## src/rtl/m65c02_int_sequencer.sv

```systemverilog
// Interrupt/reset entry sequencer for the M65C02A core: drives the six-step
// push/vector/load-PC sequence and overrides the microcode NA_Op while Busy.
module m65c02_int_sequencer #(
    parameter logic [15:0] pNMI_Vec = 16'hFFFA,
    parameter logic [15:0] pRST_Vec = 16'hFFFC,
    parameter logic [15:0] pIRQ_Vec = 16'hFFFE
) (
    input  logic        Clk,
    input  logic        Rst,
    input  logic        Rdy,
    input  logic        Done,
    input  logic        NMI,
    input  logic        IRQ,
    input  logic        BRK,
    input  logic        I,
    output logic        Busy,
    output logic        Int,
    output logic [10:0] NA_Op,
    output logic [15:0] VA,
    output logic        VA_Sel,
    output logic        WE,
    output logic [1:0]  DO_Sel,
    output logic        PSW_B,
    output logic        Ld_OP1,
    output logic        Ld_OP2,
    output logic        Set_I,
    output logic        Clr_D
);

    typedef enum logic [2:0] {
        ST_IDLE    = 3'd0,
        ST_PSH_PCH = 3'd1,
        ST_PSH_PCL = 3'd2,
        ST_PSH_P   = 3'd3,
        ST_VEC_L   = 3'd4,
        ST_VEC_H   = 3'd5,
        ST_LD_PC   = 3'd6
    } state_t;

    typedef enum logic [1:0] {
        SRC_RST = 2'd0,
        SRC_NMI = 2'd1,
        SRC_BRK = 2'd2,
        SRC_IRQ = 2'd3
    } src_t;

    localparam logic [10:0] NA_NONE = 11'b00_00000_000_0;
    localparam logic [10:0] NA_PUSH = 11'b00_01000_000_0;
    localparam logic [10:0] NA_LDPC = 11'b10_00010_000_0;

    // BRK shares the IRQ vector.
    function automatic logic [15:0] vec_base(input src_t src);
        logic [15:0] base;
        case (src)
            SRC_RST: base = pRST_Vec;
            SRC_NMI: base = pNMI_Vec;
            SRC_BRK: base = pIRQ_Vec;
            SRC_IRQ: base = pIRQ_Vec;
            default: base = pIRQ_Vec;
        endcase
        return base;
    endfunction

    state_t state_r;
    state_t state_s;
    src_t   src_r;
    src_t   src_s;
    logic   rst_pend_r;
    logic   rst_pend_s;
    logic   nmi_lat_r;
    logic   nmi_lat_s;
    logic   nmi_q_r;
    logic   nmi_rise_s;
    logic   irq_unmasked_s;
    logic   accept_nmi_s;

    // Request qualification: NMI rising edge and unmasked IRQ level.
    always_comb begin
        nmi_rise_s     = NMI & ~nmi_q_r;
        irq_unmasked_s = IRQ & ~I;
    end

    assign Int = nmi_lat_r | irq_unmasked_s;

    // Next-state, source selection and pending-request bookkeeping.
    always_comb begin
        state_s      = state_r;
        src_s        = src_r;
        rst_pend_s   = rst_pend_r;
        accept_nmi_s = 1'b0;
        case (state_r)
            ST_IDLE: begin
                if (Rdy & rst_pend_r) begin
                    state_s    = ST_PSH_PCH;
                    src_s      = SRC_RST;
                    rst_pend_s = 1'b0;
                end else if (Rdy & Done & (nmi_lat_r | nmi_rise_s)) begin
                    // A live edge counts so NMI beats a coincident BRK/IRQ.
                    state_s      = ST_PSH_PCH;
                    src_s        = SRC_NMI;
                    accept_nmi_s = 1'b1;
                end else if (Rdy & Done & BRK) begin
                    state_s = ST_PSH_PCH;
                    src_s   = SRC_BRK;
                end else if (Rdy & Done & irq_unmasked_s) begin
                    state_s = ST_PSH_PCH;
                    src_s   = SRC_IRQ;
                end else begin
                    state_s = ST_IDLE;
                end
            end
            ST_PSH_PCH: begin
                if (Rdy) state_s = ST_PSH_PCL;
                else     state_s = ST_PSH_PCH;
            end
            ST_PSH_PCL: begin
                if (Rdy) state_s = ST_PSH_P;
                else     state_s = ST_PSH_PCL;
            end
            ST_PSH_P: begin
                if (Rdy) state_s = ST_VEC_L;
                else     state_s = ST_PSH_P;
            end
            ST_VEC_L: begin
                if (Rdy) state_s = ST_VEC_H;
                else     state_s = ST_VEC_L;
            end
            ST_VEC_H: begin
                if (Rdy) state_s = ST_LD_PC;
                else     state_s = ST_VEC_H;
            end
            ST_LD_PC: begin
                if (Rdy) state_s = ST_IDLE;
                else     state_s = ST_LD_PC;
            end
            default: begin
                state_s = ST_IDLE;
            end
        endcase
        // An edge survives an NMI acceptance only if the latch already held an
        // earlier edge, so one edge is never serviced twice.
        if (accept_nmi_s) begin
            nmi_lat_s = nmi_lat_r & nmi_rise_s;
        end else begin
            nmi_lat_s = nmi_lat_r | nmi_rise_s;
        end
    end

    // State, source and request registers.
    always_ff @(posedge Clk) begin
        if (Rst) begin
            state_r    <= ST_IDLE;
            src_r      <= SRC_RST;
            rst_pend_r <= 1'b1;
            nmi_lat_r  <= 1'b0;
            nmi_q_r    <= 1'b0;
        end else begin
            state_r    <= state_s;
            src_r      <= src_s;
            rst_pend_r <= rst_pend_s;
            nmi_lat_r  <= nmi_lat_s;
            nmi_q_r    <= NMI;
        end
    end

    // Moore output decode plus Rdy-qualified load strobes.
    always_comb begin
        Busy   = 1'b0;
        NA_Op  = NA_NONE;
        VA     = vec_base(src_r);
        VA_Sel = 1'b0;
        WE     = 1'b0;
        DO_Sel = 2'd0;
        PSW_B  = 1'b0;
        Ld_OP1 = 1'b0;
        Ld_OP2 = 1'b0;
        Set_I  = 1'b0;
        Clr_D  = 1'b0;
        case (state_r)
            ST_IDLE: begin
                Busy = 1'b0;
            end
            ST_PSH_PCH: begin
                Busy   = 1'b1;
                NA_Op  = NA_PUSH;
                WE     = 1'b1;
                DO_Sel = 2'd1;
            end
            ST_PSH_PCL: begin
                Busy   = 1'b1;
                NA_Op  = NA_PUSH;
                WE     = 1'b1;
                DO_Sel = 2'd2;
            end
            ST_PSH_P: begin
                Busy   = 1'b1;
                NA_Op  = NA_PUSH;
                WE     = 1'b1;
                DO_Sel = 2'd3;
                PSW_B  = (src_r == SRC_BRK);
            end
            ST_VEC_L: begin
                Busy   = 1'b1;
                VA_Sel = 1'b1;
                Ld_OP1 = Rdy;
            end
            ST_VEC_H: begin
                Busy   = 1'b1;
                VA_Sel = 1'b1;
                VA     = vec_base(src_r) + 16'd1;
                Ld_OP2 = Rdy;
            end
            ST_LD_PC: begin
                Busy  = 1'b1;
                NA_Op = NA_LDPC;
                Set_I = Rdy;
                Clr_D = Rdy;
            end
            default: begin
                Busy = 1'b0;
            end
        endcase
    end

endmodule

```

## config.mk

```make
export PLATFORM = sky130hd
export DESIGN_NAME = m65c02_int_sequencer
export DESIGN_NICKNAME = d
export VERILOG_FILES = /design/src/rtl/m65c02_int_sequencer.sv
export SDC_FILE = /design/constraint.sdc
export NUM_CORES = 1
export LEC_CHECK = 0
export ABC_AREA = 1
export BUFFER_PORTS_ARGS = -buffer_cell sky130_fd_sc_hd__buf_2
export CAP_MARGIN = 25
export CORE_MARGIN = 2
export CORE_UTILIZATION = 41
export DETAILED_ROUTE_END_ITERATION = 12
export PLACE_DENSITY_LB_ADDON = 0.25
export SYNTH_ARGS = -nofsm -noshare
export SYNTH_HDL_FRONTEND = slang
export SYNTH_SLANG_ARGS = --single-unit
```

## constraint.sdc

```tcl
create_clock -name Clk -period 1.17 [get_ports Clk]
set_input_delay 0.1755 -clock Clk [delete_from_list [all_inputs] [get_ports Clk]]
set_output_delay 0.1755 -clock Clk [all_outputs]
set_load 0.02 [all_outputs]
```

==> results.toml, run 1 <==
[cts]
cts_buffers = 3
clk_latency_ps = 260
cts-root-buf = "clkbuf_4"
cts_tree = "built"
clockBufferDepth = 2
htreeDepth = 1
clkTransAtPathRegs_ps = 60
cts_sinks = 8

[grt]
grt_pass1_vias = 611
grt_usage_pct = 14.8
antenna_found_initial = 0
grt_pass1_wl_um = 2270
overflow = 0
grt_max_degree = 9

[setup_path]
cp_slowest_stage_delay_ps = 380
worstSetupPathType = "flip-flop to output pin"
endpoint_kind = "output pin"
crit_slowest_cell = "dfxtp_4"
crit_chain = "inv_2, nand2_2, nor3_1, buf_2"
crit_family = "flip-flops"
crit_buf_inv = 2
reg2reg_slack_ps = -40
timing.rr.end = "src_r[1]"
crit_start = "state_r[1]"
worstPathMaxFanout = 6
rr_startpoint = "state_r[1]"
rr_worst_depth = 8
cp-start-kind = "flip-flop"
arrival_ps = 1130
required_ps = 990

[timing]
hold_viol = 0
finalCritPeriodShare_pct = 112
setup_viol = 16
rsz0062_at_grt = "yes"
drv_slew = 0
fin_skew_ps = 6.12
finalCriticalPeriod_ps = 1310
fin_ws_ps = -136
max_freq_mhz = 766
hold_ws_ps = 166

[cells_and_area]
drive_gt1_share_pct = 50.7
nets = 152
diodes = 0
n_fill_cell = 160
synthToLayoutAreaGrowth_pct = 44.3

[synth]
ys_types = 20
syn_area_um2 = 708
synth_top_cell_area_share_pct = 24.4
synth-simple-area-share_pct = 31.6
synth_most_common_cell = "buf_4"
avgSynthCellArea_um2 = 6.56
yosysTopAreaCell = "buf_4"
synth_cells = 108
synth_compound_gate_area_share_pct = 11.0
synthXorXnorAreaFrac_pct = 0
ys_ff_latch = 8
yosys_most_used_dff = "dfxtp_1"
async_flop_share_pct = 0
synth.area.top_cells = "buf_4 (24%), dfxtp_1 (23%), nand2_1 (7.4%)"
synth_top_family_by_area = "buffers and inverters"
synth.area.mux_share_pct = 0
seq_area_frac_synth_pct = 22.6
synth_edf_count = 0
synth_adder_area_share_pct = 0
netlist_top_cells_count = "buf_4 (23), nand2_1 (14), inv_1 (12), nor2_1 (10)"
synth_warnings = 0

[drt]
post_drt_wl_per_cell_um = 9.84
first_iter_violations = 10
drtPass1Iterations = 4
postRouteAntennaNets = 0
vias_per_cell = 4.50
vias = 716
routed_wl_um = 1560
drc_errors = 0

[power_and_ir_drop]
power_w = 0.00108
clkPwrFrac_pct = 20.3
pwr-share-seq_pct = 31.2
peakVddDrop_mv = 0.736
p_leak_nw = 0.537
swShare_pct = 42.0
power.share.combinational_pct = 48.4
p_per_area_mw_per_mm2 = 1060
p_int_w = 0.000627
power_switching_w = 0.000455

[hold_path]
worstHoldStart = "NMI"
hold_end = "nmi_q_r"
min_path_type = "input port to flip-flop"
hold_depth = 3

[placement]
dp_hpwl_um = 1060
numPortBuffers = 24
place_congestion = 0.861

[die]
core_area_mm2 = 0.00167
chipHeight_um = 45.6
start_util_pct = 42.4
placementRows = 15
dieArea_mm2 = 0.00208
io_pins = 46
die_w_um = 45.6

[status]
violations = "negative setup slack"
status = "finished with violations"

[flow_run]
maxCapViolations = 0
## worst reg2reg max path, stage by stage (launching register included)
cell and delay, ps:
dfxtp_4 380, nor2_4 130, buf_6 130, nand2_2 60, inv_2 60, nand2_2 60, inv_2 60, nand3_1 100
a21oi_1 150
## cell families (layout without fill, tap and decap cells)
logic type | Yosys count | after routing
other | 2 | 21
AND/OR/NAND/NOR | 45 | 45
flip-flops | 8 | 8
AO/OA/AOI/OAI | 13 | 13
buffers and inverters | 40 | 55
## power groups by stage
stage / clock [W] / sequential [W] / combinational [W]
after global placement: 0 / 0.000334 / 0.000374
after CTS: 0.000216 / 0.000335 / 0.000466
after detailed placement: 0 / 0.000335 / 0.000376
after floorplan: 0 / 0.000330 / 0.000345
final: 0.000220 / 0.000338 / 0.000524
after global routing: 0.000231 / 0.000341 / 0.000569
## layer usage
layer	global-route usage, %	part of all wire [%]
met1	14.7	38
met2	29.3	55
met3	1.98	6.4
met4	6.47	1.2
met5	0	0
## state kept, by name (all words and copies together) (netlist names)
signal      flops
state_r         3
nmi_q_r         1
nmi_lat_r       1
rst_pend_r      1
src_r           2
## metrics by stage
step / instance area, um^2 / utilization [%] / setup slack (ps) / setup TNS (ps) / cells
CTS: 958 / 57.4 / -126 / -925 / 156
finish: 1020 / 61.2 / -136 / -1100 / 159
detailed placement: 773 / 46.3 / 46.0 / 0 / 145
floorplan: 808 / - / -62.2 / -77.9 / 127
global placement: 773 / 46.3 / 49.0 / 0 / 145
global route: 1020 / 61.2 / -200 / -2040 / 159
## how the worst max path moves through the flow
| stage | cells past startpoint | end | slack [ps] |
|---|---|---|---|
| final | 4 | Ld_OP2 | -140 |
| after global routing | 6 | Clr_D | -200 |
| after floorplan | 6 | Set_I | -60 |
| after detailed placement | 5 | PSW_B | 50 |
| after CTS | 6 | Clr_D | -130 |
| after global placement | 5 | PSW_B | 50 |
## repair_timing
| action | 4_1_cts | 5_1_grt |
|---|---|---|
| endpoints found under the setup margin | 13 | 17 |
| hold buffers | 0 | 0 |
| buffers inserted | 8 | 3 |
| endpoints found under the hold margin | 0 | 0 |
| gates resized for setup | 36 | 11 |
| pin swaps | 4 | 4 |
## layout make-up
cell class	count	area (um^2)	share of cell area, %
clock buffers	3	22.5	2.20
inverters	17	71.3	6.98
flip-flops and latches	8	175	17.1
well taps	17	21.3	2.08
multi-input cells	79	455	44.6
repair buffers	35	277	27.1
## cell usage in the layout (no fill, tap or decap), drive strengths merged
master	instances
buf	35
or2	1
nand2	19
clkbuf	3
conb	21
dfxtp	8
a21oi	6
nand3	8
nor2	14
o211ai	2
nor3	3
o21ai	5
inv	17
No activity file was read; power rests on OpenSTA's default activity.
==> run 2: changes to the inputs <==
==> constraint.sdc (replaced) <==
create_clock -name Clk -period 1.44 [get_ports Clk]
set_input_delay 0.216 -clock Clk [delete_from_list [all_inputs] [get_ports Clk]]
set_output_delay 0.216 -clock Clk [all_outputs]
set_load 0.02 [all_outputs]
==> results.toml, run 2 (synthesis gave the netlist of run 1 again) <==
[cells_and_area]
drive_gt1_share_pct = 41.8
stdcell_area_um2 = 858
regMostFlops = "state_r"
final_cell_mix = "conb_1 (21), buf_2 (20), inv_1 (12), nand2_1 (11), nor2_1 (9)"
largest_register_ff_count = 3
synthToLayoutAreaGrowth_pct = 21.2
nets = 144
top_regs = "state_r (3), src_r (2)"
n_fill_cell = 191
final_cells = 151
diodes = 0
final_common_cell = "conb_1"

[timing]
finalCriticalPeriod_ps = 1380
fin_skew_ps = 8.28
setup_viol = 0
hold_viol = 0
drv_slew = 0
finalCritPeriodShare_pct = 95.9
hold_ws_ps = 208
max_freq_mhz = 724
fin_ws_ps = 59.0

[cts]
clockBufferDepth = 2
cts_tree = "built"
htreeDepth = 1
clk_latency_ps = 260
cts_sinks = 8
clkTransAtPathRegs_ps = 60
cts-root-buf = "clkbuf_4"
cts_buffers = 3

[die]
dieArea_mm2 = 0.00208
die_w_um = 45.6
chipHeight_um = 45.6
start_util_pct = 42.4
io_pins = 46
core_area_mm2 = 0.00167
placementRows = 15

[placement]
post-place-ws_ps = 192
dp.cells = 145
numPortBuffers = 24
place_congestion = 0.843
dp_hpwl_um = 1120
postPlaceCellArea_um2 = 756

[setup_path]
reg2reg_slack_ps = 320
rr_worst_depth = 8
rr_startpoint = "state_r[1]"
required_ps = 1220
worstPathMaxFanout = 6
cp-start-kind = "flip-flop"
timing.rr.end = "src_r[1]"
arrival_ps = 1170
worstSetupPathType = "flip-flop to output pin"
endpoint_kind = "output pin"

[power_and_ir_drop]
power.share.combinational_pct = 42.6
p_int_w = 0.000446
p_per_area_mw_per_mm2 = 905
swShare_pct = 42.5
pwr-share-seq_pct = 34.7
power_w = 0.000776
peakVddDrop_mv = 0.481
p_leak_nw = 0.475
power_switching_w = 0.000330
clkPwrFrac_pct = 22.7

[hold_path]
hold_end = "state_r[0]"
hold_depth = 2
min_path_type = "input port to flip-flop"
worstHoldStart = "Rst"

[drt]
post_drt_wl_per_cell_um = 9.21
first_iter_violations = 8
routed_wl_um = 1390
postRouteAntennaNets = 0
drc_errors = 0
drtPass1Iterations = 4
vias = 657
vias_per_cell = 4.35

[grt]
grt_max_degree = 9
grt_pass1_wl_um = 2260
grt_usage_pct = 15.1
antenna_found_initial = 0
overflow = 0
grt_pass1_vias = 581

[status]
status = "finished clean"

[flow_run]
maxCapViolations = 0
## run 2: layout make-up
| type | count | area (um^2) | share of cell area (%) |
|---|---|---|---|
| multi-input cells | 79 | 410 | 47.8 |
| flip-flops and latches | 8 | 171 | 20.0 |
| repair buffers | 27 | 164 | 19.1 |
| inverters | 17 | 68.8 | 8.02 |
| clock buffers | 3 | 22.5 | 2.62 |
| well taps | 17 | 21.3 | 2.48 |
## run 2: worst max path at each step
| stage | start | endpoint | slack [ps] | depth (start not counted) |
|---|---|---|---|---|
| 6_report | state_r[1] | Ld_OP1 | 60 | 4 |
| 4_1_cts | state_r[0] | PSW_B | -3 | 5 |
| 5_1_grt | state_r[0] | Ld_OP1 | -3 | 4 |
| 3_3_place_gp | state_r[1] | Ld_OP1 | 240 | 4 |
| 2_1_floorplan | state_r[2] | Set_I | 10 | 5 |
| 3_5_place_dp | state_r[1] | Ld_OP1 | 190 | 4 |
## run 2: critical path, cell delays in order, from the launching register on
cell and delay, ps:
dfxtp_4 370, nor2_4 100, inv_1 80, nor3_4 210, buf_6 140
## run 2: power by group through the flow
stage	clock, W	combinational [W]	sequential (W)
floorplan	0	0.000276	0.000265
global placement	0	0.000299	0.000268
detailed placement	0	0.000304	0.000269
CTS	0.000187	0.000307	0.000268
global route	0.000194	0.000367	0.000273
finish	0.000176	0.000331	0.000269
## run 2: through the flow
step	setup TNS [ps]	utilization (%)
after CTS	-3.16	47.4
final	0	51.4
after floorplan	0	-
after global routing	-3.30	51.4
after detailed placement	0	45.2
after global placement	0	45.2
## run 2: metal layers
layer  GRT usage, %  vias up  routed length (um)  share of wire (%)
li1               -      341                   -                  -
met1           16.8      281                 570                 41
met2           26.8       31                 711                 51
met3           3.57        4                  89                6.4
met4           7.06        0                  19                1.4
met5              0        -                   0                  0
## run 2: what timing repair did
| action | in CTS | in global routing |
|---|---|---|
| setup endpoints to repair | 5 | 5 |
| resized for setup | 6 | 14 |
| pin swaps | 0 | 2 |
| setup buffers | 0 | 3 |
| hold buffers | 0 | 0 |
==> run 3: changes to the inputs <==
--- a/config.mk
+++ b/config.mk
@@ -7,9 +7,11 @@
 export LEC_CHECK = 0
 export ABC_AREA = 1
 export BUFFER_PORTS_ARGS = -buffer_cell sky130_fd_sc_hd__buf_2
-export CAP_MARGIN = 25
+export CAP_MARGIN = 10
+export CELL_PAD_IN_SITES_DETAIL_PLACEMENT = 1
+export CELL_PAD_IN_SITES_GLOBAL_PLACEMENT = 2
 export CORE_MARGIN = 2
-export CORE_UTILIZATION = 41
+export CORE_UTILIZATION = 19
 export DETAILED_ROUTE_END_ITERATION = 12
 export PLACE_DENSITY_LB_ADDON = 0.25
 export SYNTH_ARGS = -nofsm -noshare
==> results.toml, run 3 (synthesis gave the netlist of run 1 again) <==
[setup_path]
arrival_ps = 1190
cp_slowest_stage_delay_ps = 350
rr_startpoint = "state_r[1]"
required_ps = 1220
crit_start = "state_r[1]"
crit_chain = "nor2_2, inv_1, nor3_4, buf_2"
crit_slowest_cell = "dfxtp_2"
crit_family = "flip-flops"
endpoint_kind = "output pin"
worstPathMaxFanout = 6
worstSetupPathType = "flip-flop to output pin"
crit_buf_inv = 2
cp-start-kind = "flip-flop"

[timing]
finalCriticalPeriod_ps = 1410
setup_viol = 0
hold_ws_ps = 235
max_freq_mhz = 709
drv_slew = 0
fin_skew_ps = 2.24
hold_viol = 0
finalCritPeriodShare_pct = 98.0
rsz0062_at_grt = "yes"

[die]
placementRows = 22
core_area_mm2 = 0.00363
dieArea_mm2 = 0.00423
io_pins = 46
chipHeight_um = 65.1
start_util_pct = 19.5
die_w_um = 65.1

[cells_and_area]
multi_input_area_um2 = 395
diodes = 0
regMostFlops = "state_r"
top_regs = "state_r (3), src_r (2)"
seqCellArea_um2 = 164
drive_gt1_share_pct = 38.9
nets = 141
n_fill_cell = 505
final_common_cell = "buf_2"
largest_register_ff_count = 3
final_cell_mix = "buf_2 (22), conb_1 (21), nand2_1 (13), inv_1 (12), nor2_1 (9)"
synthToLayoutAreaGrowth_pct = 20.3
stdcell_area_um2 = 852

[placement]
numPortBuffers = 24
dp_hpwl_um = 1440
place_congestion = 0.867
postPlaceCellArea_um2 = 795

[flow_run]
maxCapViolations = 0

[power_and_ir_drop]
pwr-share-seq_pct = 31.7
p_leak_nw = 0.463
power_switching_w = 0.000330
swShare_pct = 39.0
p_per_area_mw_per_mm2 = 993
p_int_w = 0.000516
peakVddDrop_mv = 0.344
power.share.combinational_pct = 36.8
clkPwrFrac_pct = 31.5

[grt]
grt_pass1_vias = 622
grt_usage_pct = 8.31
grt_pass1_wl_um = 2730
grt_max_degree = 9
antenna_found_initial = 0
overflow = 0

[status]
status = "finished clean"

[cts]
post_cts_buffers = 0
clkTransAtPathRegs_ps = 40
cts-root-buf = "clkbuf_8"
hold_buffers = 0
clockBufferDepth = 2
htreeDepth = 1
clk_latency_ps = 220
cts_sinks = 8
cts_buffers = 3
cts_tree = "built"

[hold_path]
worstHoldStart = "Rst"
min_path_type = "input port to flip-flop"

[drt]
routed_wl_um = 1660
vias_per_cell = 3.65
postRouteAntennaNets = 0
first_iter_violations = 18
vias = 654
post_drt_wl_per_cell_um = 9.30
drc_errors = 0
drtPass1Iterations = 2
-- run 3: changes by cell type in the layout (fill, tap and decap cells not counted), sizes merged --
cell	delta
buf	-3
-- run 3: what timing repair did --
action                                  CTS  global route
pin swaps                                 0             0
endpoints found under the setup margin    4             4
resized for setup                         3             4
-- run 3: power by group through the flow --
stage / registers (W) / clock network (W) / logic (W)
3_3_place_gp: 0.000269 / 0 / 0.000312
5_1_grt: 0.000272 / 0.000294 / 0.000348
6_report: 0.000268 / 0.000267 / 0.000311
4_1_cts: 0.000268 / 0.000287 / 0.000314
3_5_place_dp: 0.000270 / 0 / 0.000313
2_1_floorplan: 0.000265 / 0 / 0.000276
-- run 3: final timing paths --
path	endpoint	depth (start not counted)	slack (ps)
setup / recovery	Ld_OP1	4	30
hold / removal	state_r[0]	2	240
hold reg to reg	rst_pend_r	2	470
setup reg to reg	src_r[1]	7	320
-- run 3: layout make-up --
cell class	instances	area share, %
clock buffers	3	4.85
inverters	17	7.78
multi-input cells	79	46.4
flip-flops and latches	8	19.2
well taps	48	7.05
repair buffers	24	14.7
-- run 3: per-layer routing --
layer / up-vias / global-route usage [%] / routed length (um)
met4: 0 / 3.91 / 12
met3: 2 / 1.91 / 109
met5: - / 0 / 0
met2: 26 / 13.5 / 813
li1: 341 / - / -
met1: 285 / 10.3 / 728
-- run 3: metrics by stage --
| step | total power (W) | TNS [ps] | worst slack (ps) | util (%) | instances |
|---|---|---|---|---|---|
| 2_1_floorplan | 0.000541 | 0 | 14.6 | - | 127 |
| 3_3_place_gp | 0.000580 | 0 | 195 | 21.9 | 176 |
| 3_5_place_dp | 0.000583 | 0 | 189 | 21.9 | 176 |
| 4_1_cts | 0.000869 | 0 | 6.73 | 23.1 | 179 |
| 5_1_grt | 0.000914 | -163 | -55.8 | 23.5 | 179 |
| 6_report | 0.000846 | 0 | 29.5 | 23.5 | 179 |
